### src/rtl/seq_priority_encoder.sv
// Sequential N-to-log2(N) encoder: emits set-bit indices one per handshake.
// Define SEQ_ENC_MSB_FIRST_EN to emit the highest set index first.
module seq_priority_encoder #(
    parameter int N = 4,
    parameter int W = 2
) (
    input  logic         clk,
    input  logic         rst_n,
    input  logic [N-1:0] req_i,
    input  logic         req_valid,
    output logic         req_ready,
    output logic [W-1:0] code_o,
    output logic         code_valid,
    input  logic         code_ready,
    output logic         code_last,
    output logic         busy
);

    typedef enum logic {
        IDLE = 1'b0,
        EMIT = 1'b1
    } state_e;

    state_e         state_q;
    logic [N-1:0]   pending_q;
    logic [N-1:0]   pending_d;
    logic [W-1:0]   code_q;
    logic           valid_q;
    logic           last_q;
    logic           busy_q;
    logic [W-1:0]   first_idx;
    logic [W-1:0]   next_idx;

    // Later loop iterations win, so the scan order sets the priority.
    function automatic logic [W-1:0] pick(input logic [N-1:0] v);
        logic [W-1:0] idx;
        idx = '0;
`ifdef SEQ_ENC_MSB_FIRST_EN
        for (int i = 0; i < N; i++)
            if (v[i]) idx = W'(i);
`else
        for (int i = N - 1; i >= 0; i--)
            if (v[i]) idx = W'(i);
`endif
        return idx;
    endfunction

    function automatic logic single(input logic [N-1:0] v);
        return (v != '0) && ((v & (v - N'(1))) == '0);
    endfunction

    always_comb begin
        pending_d = pending_q & ~(N'(1) << code_q);
        first_idx = pick(req_i);
        next_idx  = pick(pending_d);
    end

    always_ff @(posedge clk) begin
        if (!rst_n) begin
            state_q   <= IDLE;
            pending_q <= '0;
            code_q    <= '0;
            valid_q   <= 1'b0;
            last_q    <= 1'b0;
            busy_q    <= 1'b0;
        end else begin
            unique case (state_q)
                IDLE: begin
                    if (req_valid && (req_i != '0)) begin
                        pending_q <= req_i;
                        code_q    <= first_idx;
                        last_q    <= single(req_i);
                        valid_q   <= 1'b1;
                        busy_q    <= 1'b1;
                        state_q   <= EMIT;
                    end
                end
                EMIT: begin
                    if (valid_q && code_ready) begin
                        pending_q <= pending_d;
                        if (pending_d != '0) begin
                            code_q <= next_idx;
                            last_q <= single(pending_d);
                        end else begin
                            valid_q <= 1'b0;
                            last_q  <= 1'b0;
                            busy_q  <= 1'b0;
                            state_q <= IDLE;
                        end
                    end
                end
                default: state_q <= IDLE;
            endcase
        end
    end

    assign req_ready  = (state_q == IDLE);
    assign code_o     = code_q;
    assign code_valid = valid_q;
    assign code_last  = last_q;
    assign busy       = busy_q;

endmodule

### config.mk
export PLATFORM = sky130hd
export DESIGN_NAME = seq_priority_encoder
export DESIGN_NICKNAME = d
export VERILOG_FILES = /design/src/rtl/seq_priority_encoder.sv
export SDC_FILE = /design/constraint.sdc
export NUM_CORES = 1
export LEC_CHECK = 0
export CORE_MARGIN = 5
export CORE_UTILIZATION = 34
export DETAILED_ROUTE_END_ITERATION = 10
export SLEW_MARGIN = 20
export SYNTH_ARGS = -nofsm -noshare
export SYNTH_HDL_FRONTEND = slang
export SYNTH_SLANG_ARGS = --single-unit
export TNS_END_PERCENT = 5
### constraint.sdc
create_clock -name clk -period 1.9 [get_ports clk]
set_input_delay 0.57 -clock clk [delete_from_list [all_inputs] [get_ports clk]]
set_output_delay 0.57 -clock clk [all_outputs]
set_load 0.005 [all_outputs]
==> summary.md <==
| Metric | Value |
|---|---|
| TritonCTS buffer count | 3 |
| DR vias/cell | 5.48 |
| # rows | 16 |
| Seq/Total Area, Yosys | 25.6% |
| Req. time, crit path | 2020 ps |
| Critical path class | input pin to register |
| Drt wl/cell | 13.4 um |
| Hold Fails Final Rpt | 0 |
| Residual DRC count | 0 |
| Mapped Nets | 101 |
| Ys Warns | 0 |
| Dpl hpwl | 1.47 mm |
| Grt ovf | 0 |
| Max H-tree Level | 1 |
| Main synth FF type | dfxtp_1 |
| Yosys reg bits | 9 |
| Final slew viol count | 0 |
| DR vias | 789 |
| Clock sinks | 9 |
| Cell taking the most area after synthesis | dfxtp_1 |
| Setup TNS | 0 ps |
| Post-route clock skew | 1.67 ps |
| GRT Util Overall | 13.2% |
| Total Wirelength | 1.93 mm |
| Starting density of the core | 35.9% |
| Die area | 0.00308 mm2 |
| Fill count | 214 |
| Commonest cells post-synth | 10 x nand2_1, 10 x o21ai_0, 9 x dfxtp_1 |
| Final Core Density | 48.9% |
| Starting DRC count in detailed routing | 23 |
| Postcts setup bufs | 0 |
| Layout area overhead | 36.2% |
| Peak VDD IR | 0.362 mV |
| Syn Inst Count | 93 |
| Synth Cell Area | 704 um2 |
| Yosys top cell area share | 25.6% |
| Final Instance Area | 960 um2 |
| Antenna fix cells | 0 |
| Routability cong. | 0.878 |
| DIE HEIGHT | 55.5 um |
| Outcome | finished clean |
| Vias in the first global route | 757 |
| Final Setup Violations | 0 |
| Final Critical Period | 1850 ps |
| Ys async rst share | 0% |
| WP data arrival | 1960 ps |
| Top Ports | 14 |
| Clock Path Buffers | 2 |
| Pwr Density | 645 mW/mm2 |
| Clk Latency, worst-skew pair | 270 ps |
| Mean Syn Cell Area | 7.57 um2 |
| CP max FO | 4 |
| Setup crit start kind | input pin |
| Chip width | 55.5 um |
| Top cells by area, synth | dfxtp_1 26%, o21ai_0 7.1%, nand2_1 5.3% |
| Maxcap violations | 0 |
| Max Clock Freq | 0.542 GHz |
| Tot Pwr | 619 uW |
| Placed inst area | 927 um2 |
| Number of flops mapped to enable cells by yosys | 0 |
| Post-route clock period utilization | 97.1% |
| Netlist cell types | 39 |
| RSZ-0062 raised after global routing | true |
| First-pass GRT wire length | 3.33 mm |
| Leak pwr | 0.000359 uW |
| Root Driver | clkbuf_4 |
| Clk slew on worst S/H paths | 60 ps |
| Drt pass-1 iters | 4 |
| Nets@finish | 126 |
| Layout cells sized above 1 | 23.9% |
| Largest net degree at the start of global routing | 14 |
| Critical Path End Type | register |
| CTS tree | done |
| Core Area | 0.00196 mm2 |
| Remaining antenna violation count | 0 |
| Max_slew headroom | 71.5% |
| Actual transition at the worst max-transition pin | 423 ps |
| HP Class | register to register |
| IO Port Bufs | 13 |
| Initial antenna violation count | 0 |
[final cells by class]
cell class	instances	area, um2	area share [%]
clock buffers	4	26.3	2.74
inverters	3	11.3	1.17
multi-input cells	76	487	50.7
flip-flops and latches	9	181	18.9
well taps	27	33.8	3.52
repair buffers	25	220	22.9
[state kept, by name, indices dropped and copies added, names as in the netlist]
| register | cells |
|---|---|
| code_last | 1 |
| code_o | 2 |
| state_q | 1 |
| busy | 1 |
| pending_q | 4 |
[worst paths after layout]
path,start,endpoint,slack (ps),cells past startpoint
max,req_i[0],code_o[1],50,6
min,busy,state_q,530,1
max reg2reg,pending_q[2],code_last,210,5
min reg2reg,busy,state_q,530,1
[cells by family (layout without fill, tap and decap cells)]
| kind of cell | Yosys count | count (layout) | share of synthesized area, % |
|---|---|---|---|
| and+or+nand+nor | 41 | 41 | 35.2 |
| AOI/OAI and AO/OA | 32 | 32 | 28.8 |
| DFF | 9 | 9 | 25.6 |
| buffers and inverters | 8 | 32 | 6.04 |
| muxes | 2 | 2 | 3.20 |
| xor gates and xnor gates | 1 | 1 | 1.24 |
[cells in the final DEF (no fill, tap or decap), types with 2 or more instances in the layout]
master           count
dfxtp_1              8
o31ai_1              2
nor2_1               6
buf_4               12
a41oi_1              2
a21oi_1              7
nor2b_1              3
o211ai_1             2
nand2_1             10
mux2_2               2
nand3_1              4
clkdlybuf4s50_1     13
inv_1                3
o22ai_1              3
nand3b_1             2
nand2b_1             2
clkbuf_4             3
o21ai_0              9
[where the power goes]
part / switching (uW) / leakage, uW / internal (uW)
Sequential: 24.1 / 0.0000747 / 208
Combinational: 106 / 0.000269 / 126
Clock: 74.0 / 0.0000150 / 81.3
[metrics by stage]
step | setup WS, ps | std cells | hold slack [ps]
after CTS | 10.8 | 144 | 533
after floorplan | 260 | 93 | 500
final | 54.4 | 144 | 529
after global routing | -32.7 | 144 | 560
after global placement | -185 | 140 | 523
after detailed placement | -215 | 140 | 523
[layer usage]
| metal | up-vias | share of wire [%] | GRT usage, % |
|---|---|---|---|
| li1 | 392 | - | - |
| met1 | 358 | 46 | 17.5 |
| met2 | 34 | 46 | 19.3 |
| met3 | 5 | 5.4 | 2.33 |
| met4 | 0 | 2.6 | 9.03 |
| met5 | - | 0 | 0 |
[worst max-delay path, cell delays in order]
cell	delay (ps)
clkdlybuf4s50_1	430
or3_4	400
o21ai_2	180
o31ai_1	150
o21ai_0	170
a41oi_1	60
[timing repair]
action	4_1_cts	5_1_grt
endpoints found under the setup margin	0	5
resized for setup	0	3
hold buffers	0	0
Power figures use the tool's default switching activity.
